<file path="src/rtl/alu_mul_seq_pkg.sv">
// Shared definitions for the iterative multiplier: ALU control codes and FSM states.
package alu_mul_seq_pkg;

  // ALU control field: {A_invert, B_invert, operation[1:0]}
  localparam logic [3:0] ALU_AND = 4'b0000;
  localparam logic [3:0] ALU_OR  = 4'b0001;
  localparam logic [3:0] ALU_ADD = 4'b0010;
  localparam logic [3:0] ALU_SUB = 4'b0110;

  typedef enum logic [1:0] {
    IDLE = 2'd0,
    RUN  = 2'd1,
    DONE = 2'd2
  } state_t;

endpackage

</file>
<file path="src/rtl/alu_mul_seq_if.sv">
// Bus bundle between the multiplier and the CPU side (start/operands/product and
// the borrowed-ALU req/gnt/operand/result path). Port names keep their original
// _i/_o direction suffixes as seen from the multiplier.
interface alu_mul_seq_if #(
  parameter int WIDTH = 32
);
  logic             start_i;
  logic [WIDTH-1:0] mcand_i;
  logic [WIDTH-1:0] mplier_i;
  logic             busy_o;
  logic             done_o;
  logic [WIDTH-1:0] prod_hi_o;
  logic [WIDTH-1:0] prod_lo_o;
  logic             alu_req_o;
  logic             alu_gnt_i;
  logic [WIDTH-1:0] alu_src1_o;
  logic [WIDTH-1:0] alu_src2_o;
  logic [3:0]       alu_ctrl_o;
  logic [WIDTH-1:0] alu_result_i;
  logic             alu_cout_i;

  // CPU / datapath side
  modport master (
    output start_i, mcand_i, mplier_i, alu_gnt_i, alu_result_i, alu_cout_i,
    input  busy_o, done_o, prod_hi_o, prod_lo_o,
           alu_req_o, alu_src1_o, alu_src2_o, alu_ctrl_o
  );

  // Multiplier side
  modport slave (
    input  start_i, mcand_i, mplier_i, alu_gnt_i, alu_result_i, alu_cout_i,
    output busy_o, done_o, prod_hi_o, prod_lo_o,
           alu_req_o, alu_src1_o, alu_src2_o, alu_ctrl_o
  );

endinterface

</file>
<file path="src/rtl/alu_mul_seq.sv">
// Iterative unsigned shift-add multiplier. Borrows the shared ALU for WIDTH
// add/shift steps via req/gnt and produces a 2*WIDTH-bit product in {hi, lo}.
module alu_mul_seq
  import alu_mul_seq_pkg::*;
#(
  parameter  int WIDTH = 32,
  localparam int CNT_W = $clog2(WIDTH)
) (
  input  logic          clk_i,
  input  logic          rst_i,
  alu_mul_seq_if.slave  bus
);

  state_t             state_q, state_d;
  logic [WIDTH-1:0]   hi_q, hi_d;
  logic [WIDTH-1:0]   lo_q, lo_d;
  logic [WIDTH-1:0]   mcand_q, mcand_d;
  logic [CNT_W-1:0]   cnt_q, cnt_d;

  logic               alu_req;
  logic [WIDTH-1:0]   alu_src1;
  logic [WIDTH-1:0]   alu_src2;
  logic [3:0]         alu_ctrl;

  // State and datapath registers; asynchronous reset clears everything.
  always_ff @(posedge clk_i or posedge rst_i) begin
    if (rst_i) begin
      state_q <= IDLE;
      hi_q    <= '0;
      lo_q    <= '0;
      mcand_q <= '0;
      cnt_q   <= '0;
    end else begin
      state_q <= state_d;
      hi_q    <= hi_d;
      lo_q    <= lo_d;
      mcand_q <= mcand_d;
      cnt_q   <= cnt_d;
    end
  end

  // Next-state, shift-add step and ALU operand drive.
  always_comb begin
    state_d  = state_q;
    hi_d     = hi_q;
    lo_d     = lo_q;
    mcand_d  = mcand_q;
    cnt_d    = cnt_q;
    alu_req  = 1'b0;
    alu_src1 = '0;
    alu_src2 = '0;
    alu_ctrl = ALU_AND;

    unique case (state_q)
      IDLE, DONE: begin
        if (bus.start_i) begin
          mcand_d = bus.mcand_i;
          hi_d    = '0;
          lo_d    = bus.mplier_i;
          cnt_d   = '0;
          state_d = RUN;
        end else begin
          state_d = IDLE;
        end
      end
      RUN: begin
        alu_req  = 1'b1;
        alu_src1 = hi_q;
        alu_src2 = lo_q[0] ? mcand_q : '0;
        alu_ctrl = ALU_ADD;
        // The ALU sum plus carry is WIDTH+1 bits; shifting it right by one
        // spills its LSB into the top of lo while lo shifts out its LSB.
        if (bus.alu_gnt_i) begin
          hi_d  = {bus.alu_cout_i, bus.alu_result_i[WIDTH-1:1]};
          lo_d  = {bus.alu_result_i[0], lo_q[WIDTH-1:1]};
          cnt_d = cnt_q + CNT_W'(1);
          if (cnt_q == CNT_W'(WIDTH - 1)) begin
            state_d = DONE;
          end
        end
      end
      default: begin
        state_d = IDLE;
      end
    endcase
  end

  assign bus.busy_o     = (state_q == RUN);
  assign bus.done_o     = (state_q == DONE);
  assign bus.prod_hi_o  = hi_q;
  assign bus.prod_lo_o  = lo_q;
  assign bus.alu_req_o  = alu_req;
  assign bus.alu_src1_o = alu_src1;
  assign bus.alu_src2_o = alu_src2;
  assign bus.alu_ctrl_o = alu_ctrl;

endmodule

</file>
<file path="src/flat_wrapper.sv">
// flat-port wrapper written by rule: the top's interface ports become plain ports
module alu_mul_seq_flat import alu_mul_seq_pkg::*;
#(
  parameter  int WIDTH = 32,
  localparam int CNT_W = $clog2(WIDTH)
)
  (clk_i, rst_i, bus_start_i, bus_mcand_i, bus_mplier_i, bus_alu_gnt_i, bus_alu_result_i, bus_alu_cout_i, bus_busy_o, bus_done_o, bus_prod_hi_o, bus_prod_lo_o, bus_alu_req_o, bus_alu_src1_o, bus_alu_src2_o, bus_alu_ctrl_o);
  alu_mul_seq_if #(.WIDTH(WIDTH)) bus_i ();
  input  logic clk_i;
  input  logic rst_i;
  input wire logic [$bits(bus_i.start_i)-1:0] bus_start_i;
  input wire logic [$bits(bus_i.mcand_i)-1:0] bus_mcand_i;
  input wire logic [$bits(bus_i.mplier_i)-1:0] bus_mplier_i;
  input wire logic [$bits(bus_i.alu_gnt_i)-1:0] bus_alu_gnt_i;
  input wire logic [$bits(bus_i.alu_result_i)-1:0] bus_alu_result_i;
  input wire logic [$bits(bus_i.alu_cout_i)-1:0] bus_alu_cout_i;
  output wire logic [$bits(bus_i.busy_o)-1:0] bus_busy_o;
  output wire logic [$bits(bus_i.done_o)-1:0] bus_done_o;
  output wire logic [$bits(bus_i.prod_hi_o)-1:0] bus_prod_hi_o;
  output wire logic [$bits(bus_i.prod_lo_o)-1:0] bus_prod_lo_o;
  output wire logic [$bits(bus_i.alu_req_o)-1:0] bus_alu_req_o;
  output wire logic [$bits(bus_i.alu_src1_o)-1:0] bus_alu_src1_o;
  output wire logic [$bits(bus_i.alu_src2_o)-1:0] bus_alu_src2_o;
  output wire logic [$bits(bus_i.alu_ctrl_o)-1:0] bus_alu_ctrl_o;
  assign bus_i.start_i = bus_start_i;
  assign bus_i.mcand_i = bus_mcand_i;
  assign bus_i.mplier_i = bus_mplier_i;
  assign bus_i.alu_gnt_i = bus_alu_gnt_i;
  assign bus_i.alu_result_i = bus_alu_result_i;
  assign bus_i.alu_cout_i = bus_alu_cout_i;
  assign bus_busy_o = bus_i.busy_o;
  assign bus_done_o = bus_i.done_o;
  assign bus_prod_hi_o = bus_i.prod_hi_o;
  assign bus_prod_lo_o = bus_i.prod_lo_o;
  assign bus_alu_req_o = bus_i.alu_req_o;
  assign bus_alu_src1_o = bus_i.alu_src1_o;
  assign bus_alu_src2_o = bus_i.alu_src2_o;
  assign bus_alu_ctrl_o = bus_i.alu_ctrl_o;
  alu_mul_seq #(.WIDTH(WIDTH)) u_core (.clk_i(clk_i), .rst_i(rst_i), .bus(bus_i));
endmodule
</file>
<file path="config.mk">
export PLATFORM = sky130hd
export DESIGN_NAME = alu_mul_seq_flat
export DESIGN_NICKNAME = d
export VERILOG_FILES = /design/src/rtl/alu_mul_seq_pkg.sv /design/src/rtl/alu_mul_seq_if.sv /design/src/rtl/alu_mul_seq.sv /design/src/flat_wrapper.sv
export SDC_FILE = /design/constraint.sdc
export NUM_CORES = 1
export LEC_CHECK = 0
export CAP_MARGIN = 15
export CORE_UTILIZATION = 42
export CTS_BUF_LIST = sky130_fd_sc_hd__clkbuf_8
export DETAILED_ROUTE_END_ITERATION = 10
export GPL_TIMING_DRIVEN = 0
export PLACE_DENSITY_LB_ADDON = 0.25
export SETUP_SLACK_MARGIN = 0.5
export SLEW_MARGIN = 20
export SYNTH_ARGS = -nofsm -noshare
export SYNTH_HDL_FRONTEND = slang
export SYNTH_SLANG_ARGS = --single-unit
</file>
<file path="constraint.sdc">
create_clock -name clk_i -period 4.06 [get_ports clk_i]
set_clock_uncertainty 0.05 [all_clocks]
set_input_delay 0.812 -clock clk_i [delete_from_list [all_inputs] [get_ports clk_i]]
set_output_delay 0.812 -clock clk_i [all_outputs]
set_load 0.005 [all_outputs]
</file>
==> run metrics <==
outcome=complete, no violations; sequential share of the synthesized area=a little over half; CTS tree=built; main area contributors after synthesis=dfrtp_1, mux2_2, mux2i_1; post-CTS repair timing setup buffer count=0; initial detailed-routing violation count=275; area taken by flip-flops and latches=~2600 um^2; H-tree levels=3; synthesized netlist cell count=approximately 470; Synth warnings=0; final worst-path cycle share=roughly 80%; top achievable clock speed=about 320 MHz; Routed Wire Length=roughly 14 mm; area inside the core boundary=roughly 11,000 um^2; wire length of the first global-routing pass=around 21 mm; diode count=0; pin count of the biggest net entering global routing=35; Die Span Y=between 100 and 150 um; data required time of the worst path=roughly 3200 ps; worst-case hold slack=between 400 and 500 ps; Final #Nets=818; Post-synth ARST share=100.0%; Clk pin slew, worst setup/hold paths=~100 ps; detailed-route vias per instance=5.064; power density over the cells=459.3 nW/um^2; fin crit period=~3200 ps; later-pin clock latency in the skew report=380 ps; setup repair after global routing missed its margin=false; area of the mapped netlist=~4800 um^2; met2 Track Usage GR=approximately 40%; share of final-layout standard cells stronger than drive strength 1=roughly an eighth; launch point of the worst hold path=u_core.cnt_q[3]$_DFFE_PP0P_; io pins=around 240; number of max-capacitance violations reported=0; FF+latch count, synth=approximately 100; number of buffers created by CTS=9; Filler Cell Count=around 900; remaining global-route overflow=0; area share of the largest cell type after synthesis=between 50% and 60%; cts hold-fix bufs=0; area growth from synthesis to layout=57.18%; Initial Util=a little over two fifths; kind of capture point of the worst setup path=primary output; Hold Path Cell Cnt=1; count of flip-flops with a built-in enable after synthesis=0; smallest setup slack after layout=between 900 and 1000 ps; worst ir drop on vdd=0.3745 mV; IO buf count=around 230; worst setup timing slack at the placement stage=1283 ps; final count of negative-setup-slack endpoints=0; DRT antenna net count=0; post_cts resized=0; Synth top cells by count=dfrtp_1, nand3_1, nand2_1; global-route track usage on met3=just over 6%; detailed-route DRC error count=0; final RePlAce weighted congestion=0.7689; crit path DAT=~2300 ps; final count of pins violating max slew=0; critical path class=reg2out; number of endpoints with negative hold slack in the final report=0; root buffer cell=clkbuf_8; global routing's busiest layer=met2; final core utilization=68.87%; register-to-register path setup slack=2420 ps; routed wire length per instance=about 16 um; number of core rows=38; GR met1 Demand/Resource=29.10%; post-synthesis average cell area=10.30 um^2; footprint of the multi-input gates=roughly 2000 um^2; vias in the first global route=~4,300; start of the worst register-to-register path=u_core.state_q[1]$_DFFE_PP0P_; overall global routing resource usage=about a quarter; library cell with the highest instance count after synthesis=dfrtp_1; CTS sink count=around 100; Static Leakage=between 3 and 4 nW; Worst R2R End=u_core.bus.prod_lo_o[17]$_DFFE_PP0P_; main flop type after synthesis=dfrtp_1; Worst Hold Class=reg2reg; biggest area consumer among synthesized cells=dfrtp_1; width of the chip=109.0 um; highest net fanout along the worst path=10; hpwl dp=roughly 11 mm; Die Area=roughly 12,000 um^2; sink of the worst hold path=u_core.cnt_q[3]$_DFFE_PP0P_; Worst setup SP type=flop; initial antenna violation count=0; total negative slack for setup checks=0 ps; number of iterations in the first detailed-routing pass=4; number of vias in the routed layout=4,355; Clock Tree Buf Depth=2; number of cells on the worst reg-to-reg path=5; distinct cell type count after synthesis=23
-- flip-flops by register name (all words and copies together) (netlist names) --
signal                flops
u_core.mcand_q           32
u_core.cnt_q              5
u_core.bus.prod_lo_o     32
u_core.bus.prod_hi_o     32
u_core.state_q            2
-- worst max-delay path: stages, from the launching register on --
cell and delay (ps):
dfrtp_1 400, nor2b_1 130, buf_2 150, buf_4 210, clkbuf_1 330, and2_1 210, clkdlybuf4s50_1 500
-- power by group --
group | switching (W) | total, W | internal [W]
combinational | 0.000478 | 0.00134 | 0.000867
sequential | 0.000209 | 0.00153 | 0.00132
clock | 0.000371 | 0.000599 | 0.000229
-- through the flow --
| stage | std cells | power, W | area, um^2 |
|---|---|---|---|
| 2_1_floorplan | 469 | 0.002049 | 4823 |
| 3_3_place_gp | 841 | 0.002839 | 7321 |
| 3_5_place_dp | 844 | 0.002898 | 7381 |
| 4_1_cts | 860 | 0.003509 | 7564 |
| 5_1_grt | 860 | 0.003690 | 7564 |
| 6_report | 860 | 0.003474 | 7564 |
-- per-layer routing --
layer / share of wire [%] / routed length [um]
met2: 51 / 7047
met1: 42 / 5762
met5: 0 / 0
met3: 5.8 / 809
met4: 1.7 / 235
-- cells in the final DEF (no fill, tap or decap) --
cell type and instances:
nand2_1 60, conb_1 3, clkinv_4 2, buf_2 18, clkbuf_1 14, and3_1 33
buf_1 1, nor2b_1 2, dfrtp_1 103, clkdlybuf4s50_1 232, and2_1 34, buf_6 1
mux2i_1 34, buf_12 3, nand2b_1 1, clkbuf_2 4, clkbuf_8 9, and3b_1 1
nand3_1 67, nand4_1 1, buf_4 9, o21ai_1 12, ha_1 2, o21ai_0 35
inv_8 1, mux2_2 32, nand3b_1 1, clkinvlp_4 5
-- logic make-up after synthesis --
family | after synthesis | synth area share (%)
buf+inv | 48 | 5.174
flops | 103 | 53.56
fa+ha+maj | 2 | 0.5199
compound gates | 47 | 4.888
other cells | 1 | 0.07793
simple gates | 200 | 21.22
mux | 66 | 14.56
-- cell type report --
| type | count | area share (%) |
|---|---|---|
| Tap cell | 140 | 2.316 |
| Multi-Input combinational cell | 318 | 26.35 |
| Clock inverter | 7 | 0.7775 |
| Inverter | 1 | 0.09926 |
| Sequential cell | 103 | 34.08 |
| Timing Repair Buffer | 235 | 31.50 |
| Buffer | 47 | 3.242 |
| Clock buffer | 9 | 1.638 |
-- worst max path at each step --
stage | start | to
after detailed placement | u_core.state_q[0]$_DFFE_PP0P_ | bus_alu_src1_o[10]
after CTS | u_core.state_q[0]$_DFFE_PP0P_ | bus_alu_src1_o[10]
after global placement | rst_i | u_core.bus.prod_lo_o[13]$_DFFE_PP0P_
after global routing | u_core.state_q[0]$_DFFE_PP0P_ | bus_alu_src1_o[21]
final | u_core.state_q[0]$_DFFE_PP0P_ | bus_alu_src1_o[10]
after floorplan | rst_i | u_core.bus.prod_hi_o[0]$_DFFE_PP0P_
Note: power is estimated with default switching activity, not from simulation.
